[src/rtl/dpwm_capture.sv]
// Gate-drive pair capture: recovers period, c1 high time and both deadtimes of a
// complementary c1/c2 pair, in hf_clock cycles, and flags timeout/order/overlap faults.
module dpwm_capture #(
    parameter int unsigned RESOLUTION  = 12,
    parameter int unsigned SYNC_STAGES = 2
) (
    input  logic                  hf_clock,
    input  logic                  reset,
    input  logic                  enable,
    input  logic                  c1,
    input  logic                  c2,
    output logic [RESOLUTION-1:0] period,
    output logic [RESOLUTION-1:0] duty_cycle,
    output logic [RESOLUTION-1:0] deadtime2,
    output logic [RESOLUTION-1:0] deadtime1,
    output logic                  meas_valid,
    output logic                  timeout,
    output logic                  seq_error,
    output logic                  overlap_fault
);

    localparam int unsigned W  = RESOLUTION;
    localparam int unsigned NS = (SYNC_STAGES < 1) ? 1 : SYNC_STAGES;
    localparam logic [W-1:0] CNT_MAX  = '1;
    localparam logic [W-1:0] CNT_NEAR = CNT_MAX - W'(1);

    typedef enum logic [2:0] {WAIT_SYNC, HIGH, DT2, LOW, DT1} state_t;

    state_t         state, state_n;
    logic [NS-1:0]  c1_sync, c2_sync;
    logic           c1_q, c1_qq, c2_q, c2_qq;
    logic           r1, f1, r2, f2, ovl, tmo_hit;
    logic [W-1:0]   pcnt, ts, t_d, t_f, d2;
    logic           set_td, zero_d2, set_d2, set_tf, done, zero_d1, err_c, tmo_c;

    // Synchronizer chain followed by a level/history pair; edges and overlap share one alignment
    always_ff @(posedge hf_clock) begin
        if (reset) begin
            c1_sync <= '0;
            c2_sync <= '0;
            c1_q    <= 1'b0;
            c1_qq   <= 1'b0;
            c2_q    <= 1'b0;
            c2_qq   <= 1'b0;
        end else begin
            c1_sync <= NS'({c1_sync, c1});
            c2_sync <= NS'({c2_sync, c2});
            c1_q    <= c1_sync[NS-1];
            c1_qq   <= c1_q;
            c2_q    <= c2_sync[NS-1];
            c2_qq   <= c2_q;
        end
    end

    assign r1      = c1_q & ~c1_qq;
    assign f1      = ~c1_q & c1_qq;
    assign r2      = c2_q & ~c2_qq;
    assign f2      = ~c2_q & c2_qq;
    assign ovl     = enable & c1_q & c2_q;
    assign ts      = pcnt + W'(1);
    assign tmo_hit = (state != WAIT_SYNC) && !r1 && (pcnt >= CNT_NEAR);

    always_ff @(posedge hf_clock) begin
        if (reset) state <= WAIT_SYNC;
        else       state <= state_n;
    end

    always_comb begin
        state_n = state;
        if (!enable || ovl || tmo_hit) begin
            state_n = WAIT_SYNC;
        end else begin
            case (state)
                WAIT_SYNC: if (r1) state_n = HIGH;
                HIGH:      if (r1 | f2 | (r2 & ~f1)) state_n = WAIT_SYNC;
                           else if (f1)              state_n = r2 ? LOW : DT2;
                DT2:       if (r1 | f1 | f2)         state_n = WAIT_SYNC;
                           else if (r2)              state_n = LOW;
                LOW:       if (r2 | f1 | (r1 & ~f2)) state_n = WAIT_SYNC;
                           else if (f2)              state_n = r1 ? HIGH : DT1;
                DT1:       if (r2 | f1 | f2)         state_n = WAIT_SYNC;
                           else if (r1)              state_n = HIGH;
                default:                             state_n = WAIT_SYNC;
            endcase
        end
    end

    // Datapath controls; overlap and disable mask every event, timeout outranks edge errors
    always_comb begin
        set_td  = 1'b0;
        zero_d2 = 1'b0;
        set_d2  = 1'b0;
        set_tf  = 1'b0;
        done    = 1'b0;
        zero_d1 = 1'b0;
        err_c   = 1'b0;
        tmo_c   = 1'b0;
        if (enable && !ovl) begin
            if (tmo_hit) begin
                tmo_c = 1'b1;
            end else begin
                case (state)
                    HIGH: if (r1 | f2 | (r2 & ~f1)) err_c = 1'b1;
                          else if (f1) begin
                              set_td  = 1'b1;
                              zero_d2 = r2;
                          end
                    DT2:  if (r1 | f1 | f2) err_c = 1'b1;
                          else if (r2) set_d2 = 1'b1;
                    LOW:  if (r2 | f1 | (r1 & ~f2)) err_c = 1'b1;
                          else if (f2) begin
                              set_tf  = 1'b1;
                              done    = r1;
                              zero_d1 = r1;
                          end
                    DT1:  if (r2 | f1 | f2) err_c = 1'b1;
                          else if (r1) done = 1'b1;
                    default: ;
                endcase
            end
        end
    end

    always_ff @(posedge hf_clock) begin
        if (reset) begin
            pcnt          <= '0;
            t_d           <= '0;
            t_f           <= '0;
            d2            <= '0;
            period        <= '0;
            duty_cycle    <= '0;
            deadtime2     <= '0;
            deadtime1     <= '0;
            meas_valid    <= 1'b0;
            timeout       <= 1'b0;
            seq_error     <= 1'b0;
            overlap_fault <= 1'b0;
        end else begin
            if (r1)                   pcnt <= '0;
            else if (pcnt != CNT_MAX) pcnt <= pcnt + W'(1);
            if (set_td) begin
                t_d <= ts;
                if (zero_d2) d2 <= '0;
            end
            if (set_d2) d2  <= ts - t_d;
            if (set_tf) t_f <= ts;
            if (done) begin
                period     <= ts;
                duty_cycle <= t_d;
                deadtime2  <= d2;
                deadtime1  <= zero_d1 ? '0 : ts - t_f;
            end
            meas_valid    <= done;
            timeout       <= tmo_c;
            seq_error     <= err_c;
            overlap_fault <= overlap_fault | ovl;
        end
    end

endmodule

[config.mk]
export PLATFORM = sky130hd
export DESIGN_NAME = dpwm_capture
export DESIGN_NICKNAME = d
export VERILOG_FILES = /design/src/rtl/dpwm_capture.sv
export SDC_FILE = /design/constraint.sdc
export NUM_CORES = 1
export LEC_CHECK = 0
export ABC_AREA = 1
export BUFFER_PORTS_ARGS = -buffer_cell sky130_fd_sc_hd__buf_2
export CAP_MARGIN = 20
export CORE_ASPECT_RATIO = 0.75
export CORE_MARGIN = 4
export CORE_UTILIZATION = 40
export CTS_BUF_LIST = sky130_fd_sc_hd__clkbuf_2 sky130_fd_sc_hd__clkbuf_4 sky130_fd_sc_hd__clkbuf_8
export DETAILED_ROUTE_END_ITERATION = 12
export MAX_ROUTING_LAYER = met4
export PLACE_DENSITY = 0.7
export SYNTH_ARGS = -nofsm -noshare
export SYNTH_HDL_FRONTEND = slang
export SYNTH_SLANG_ARGS = --single-unit
[constraint.sdc]
create_clock -name hf_clock -period 3.2 [get_ports hf_clock]
set_input_delay 0.32 -clock hf_clock [delete_from_list [all_inputs] [get_ports hf_clock]]
set_output_delay 0.32 -clock hf_clock [all_outputs]
set_load 0.1 [all_outputs]
# == After elaboration in Yosys (flattened, before gate mapping) ==
# Cells that the tools add are included.
# totals
ff_bits,111
input_bits,5
word_cells,123
# op_classes
n_addsub,3
order_cmp,1
eq_ne,8
n_mux,51
n_bitwise,23
reduce_logical,18
# op_table
op,count
$mux 12,4
$mux 1,35
$mux 3,9
$sub 12x12->12,2
$pmux 3 s5,1
$add 12x1->12 const B,1
$ge 12x12->1 const B,1
$ne 12x12->1 const B,1
$ne 3x3->1 const B,3
$and 1x1->1,8
$or 1x1->1,8
$not 1->1,7
$eq 3x2->1 const B,2
$reduce_or 2->1,3
$pmux 1 s4,1
$reduce_bool 2->1,2
$eq 3x1->1 const B,1
$eq 3x3->1 const B,1
$logic_and 1x1->1,3
$logic_not 1->1,3
$logic_not 3->1,1
$reduce_and 3->1,1
$reduce_bool 3->1,1
$reduce_or 3->1,1
other kinds (3),4

# == Logic depth before layout (Yosys ltp) ==
# logic_depth
word_depth,12
ltp_mapped,18
mapped_depth_nobuf,18

# == Least setup slack after synthesis ==
# OpenSTA, ideal clock, no wires.
# synth_path
path_kind,register to register
from,reg pcnt[0]
to,reg deadtime1[11]
t_arrival_ns,2.229
slack_ns,0.839
path_stages_with_launch,15
synth_period_minus_slack_ns,2.361
path_cell_list,dfxtp_1 ha_1 inv_1 nor2_2 nand2_1 nor2_1 xor2_2 ha_1 a21o_1 nor2_1 nand2_1 nor2_1 nand3_1 nand3_1 a21oi_1
# synth_lines
item,line_no,source
from (decl),33,"logic [W-1:0] pcnt, ts, t_d, t_f, d2;"
from (signal assigned),140,else if (pcnt != CNT_MAX) pcnt <= pcnt + W'(1);
$add 12x1->12,60,assign ts = pcnt + W'(1);
via ts[10],33,
$sub 12x12->12,151,deadtime1 <= zero_d1 ? '0 : ts - t_f;
$mux 12,151,
to (signal assigned),151,
to (decl),15,"output logic [RESOLUTION-1:0] deadtime1,"
# The timed path passes the listed nets, and every way through them passes these cells.
# A chain may end at the register's enable or synchronous reset.

# == Final worst setup path ==
# layout_path
from,reg pcnt[0]
to,reg d2[9]
# layout_lines
item,line_no,source
$add 12x1->12,60,
via ts[6],33,
$sub 12x12->12,145,if (set_d2) d2 <= ts - t_d;
$mux 12,145,
to (signal assigned),145,
to (decl),33,
# The timed path passes the listed nets, and every way through them passes these cells.

==> impl_metrics.tcl <==
set metrics [dict create \
    status "completed" \
    fp.coreArea_sq_um 13200 \
    fp-row-count 36 \
    path_max_fanout 8 \
    avgSynthCellArea_sq_um 7.22 \
    ys_seq_area_frac 0.402 \
    layout.cells.non_filler 993 \
    fin_crit_sh 0.899 \
    grt_pass1_vias 4440 \
    synth-async-reset-ratio 0 \
    synth_area_sq_um 5520 \
    synthToLayoutAreaGrowth_pct 11.9 \
    nNetsFinal 850 \
    place_inst 977 \
    synth-edff-count 0 \
    crit_type "reg2reg" \
    cp-end-kind "flip-flop" \
    clkTransAtPathRegs_ns 0.11 \
    multi_input_area_sq_um 2800 \
    insertion_delay_ns 0.39 \
    rsz0062_at_grt "no" \
    max_freq_mhz 348 \
    fill_cells 1372 \
    die_h_um 110 \
    cts_buffer_depth 2 \
    worstPathArrival_ns 3.20 \
    reg2reg_slack_ns 0.32 \
    ys_ff_latch 111 \
    cts.sinks 111 \
    drc_errors 0 \
    antenna_found_initial 0 \
    cts_tree "built" \
    finalWirelength_um 14000 \
    setup_viol 0 \
    cts_hold_buf 0 \
    regArea_sq_um 2220 \
    antennaDiodeCount 0 \
    vias_per_cell 5.03 \
    cts_root_buf "clkbuf_8" \
    synth_ff_type "dfxtp_1" \
    path_cells "ha_1, inv_1, nor2_2, a21oi_1, nor2_1, ha_1, a21oi_1, nor2_1, nor2_1, nand3_1, nand2_1, nand3_1, a21oi_1" \
    critPathSlowestCell "dfxtp_1" \
    p_total_mw 2.59 \
    power.leakage_nw 2.89 \
    drtAntennaViolNets 0 \
    netlist_instances 765 \
    grtUsageTotal 0.185 \
    synth.distinct_cells 38 \
    grt_pass1_wl_um 22500 \
    cap_violations 0 \
    drt_iter0_drc 416 \
    grt-ovfl-total 0 \
    finalHoldViolCount 0 \
    drive_gt1_frac 0.139 \
    syn-num-nets 798 \
    max_stage_delay_ns 0.52 \
    fin_crit_ns 2.88 \
    grt_max_degree 55 \
    final_common_cell "nand2_1" \
    cp.required_ns 3.52 \
    vdd_drop_max_mv 0.207 \
    final_cell_mix "nand2_1, dfxtp_1, a21oi_1" \
    routedWlPerCell_um 14.1 \
    htree_levels 3 \
    num_io_pins 57 \
    hold_class "in2reg" \
    tightest_slew_ns 0.736 \
    initial_core_util 0.417 \
    cts_inserted_buffers 9 \
    die_w_um 144 \
    critPathBufInv 1 \
    slew_violations 0 \
    path_delay_family "simple AND/OR/NAND/NOR gates" \
    critPathLaunchType "flip-flop" \
    fin_skew_ns 0.0116 \
    hpwlAfterDp_um 10300 \
    io_buffers 56 \
    powerDensity_nw_per_um2 419 \
    dr.pass1.iters 5 \
    max_slew_margin 0.509 \
    setup_tns_ns 0 \
    final_util 0.467 \
    ys_warn_count 0 \
    vias 4995 \
    gp_congestion 0.961 \
    die_area_sq_um 15800 \
]
power by group:
part           leakage, nW  total, mW  switching [mW]  internal, mW
clock                0.110      0.958           0.509         0.449
sequential           0.895       1.40         0.00831          1.39
combinational         1.89      0.238           0.153        0.0857
synth_stat cells, types with 2 or more instances:
library cell	count	area, sq um
nand2_1	129	484
dfxtp_1	111	2220
a21oi_1	95	475
nor2_1	91	342
inv_1	89	334
nand3_1	51	255
o21ai_0	43	215
ha_1	26	325
o21ai_1	26	130
nand4_1	10	62.6
nor2_2	10	62.6
clkbuf_1	9	33.8
xnor2_1	8	70.1
buf_2	7	35.0
o21bai_1	6	45.0
buf_4	5	37.5
inv_2	5	18.8
xor2_1	5	43.8
a21o_1	4	30.0
nand2_2	4	25.0
or2_2	4	25.0
buf_6	3	33.8
nand3_2	3	30.0
nor3_1	3	15.0
fa_1	2	40.0
nand3b_1	2	15.0
nor2_4	2	22.5
or2_0	2	12.5
flip-flops by register name, summed over array words and instances, names as in the netlist:
signal and count:
d2 12, deadtime1 12, deadtime2 12, duty_cycle 12
pcnt 12, period 12, t_d 12, t_f 12
state 3, c1_sync 2, c2_sync 2, c1_q 1
c1_qq 1, c2_q 1, c2_qq 1, meas_valid 1
overlap_fault 1, seq_error 1, timeout 1
path summary, 6_finish.rpt:
kind,startpoint,endpoint,cells past startpoint
setup / recovery,pcnt[0]$_SDFFE_PP0P_,d2[9]$_SDFFE_PP0P_,13
hold / removal,c1,c1_sync[0]$_SDFF_PP0_,3
setup reg to reg,pcnt[0]$_SDFFE_PP0P_,d2[9]$_SDFFE_PP0P_,13
hold reg to reg,c2_sync[0]$_SDFF_PP0_,c2_sync[1]$_SDFF_PP0_,2
through the flow:
step	setup WS [ns]	area [sq um]	hold slack (ns)
5_1_grt	0.112	6180	0.133
3_3_place_gp	0.388	5950	0.391
3_5_place_dp	0.394	5950	0.392
2_1_floorplan	0.839	5520	0.388
4_1_cts	0.361	6180	0.116
6_report	0.323	6180	0.128
final cells by class:
type,instances,share of cell area
clock buffers,9,0.0200
clock inverters,7,0.0166
inverters,95,0.0585
multi-input cells,534,0.453
flip-flops and latches,111,0.359
well taps,171,0.0346
repair buffers,66,0.0575
worst min-delay path: cells and delay by family:
kind	cells	cell delay (ns)
buf+inv	2	0.14
simple gates	1	0.03
kinds of logic (layout without fill, tap and decap cells):
kind of cell	after synthesis	after routing	synth area share
flip-flops	111	111	0.402
buffers and inverters	120	177	0.0915
AND/OR/NAND/NOR	313	313	0.248
adder cells (fa/ha/maj)	28	28	0.0661
AO/OA/AOI/OAI	179	179	0.169
XOR/XNOR	14	14	0.0236
timing repair:
item / CTS / global route
setup buffers: 0 / 0
endpoints found under the setup margin: 0 / 1
resized for setup: 0 / 1
routing by layer:
layer,vias up,GRT usage,share of wire
li1,2600,-,-
met1,2233,0.277,0.53
met2,150,0.255,0.39
met3,12,0.0413,0.080
met4,0,0.0356,0.0088
met5,-,-,0
Power figures use the tool's default switching activity.
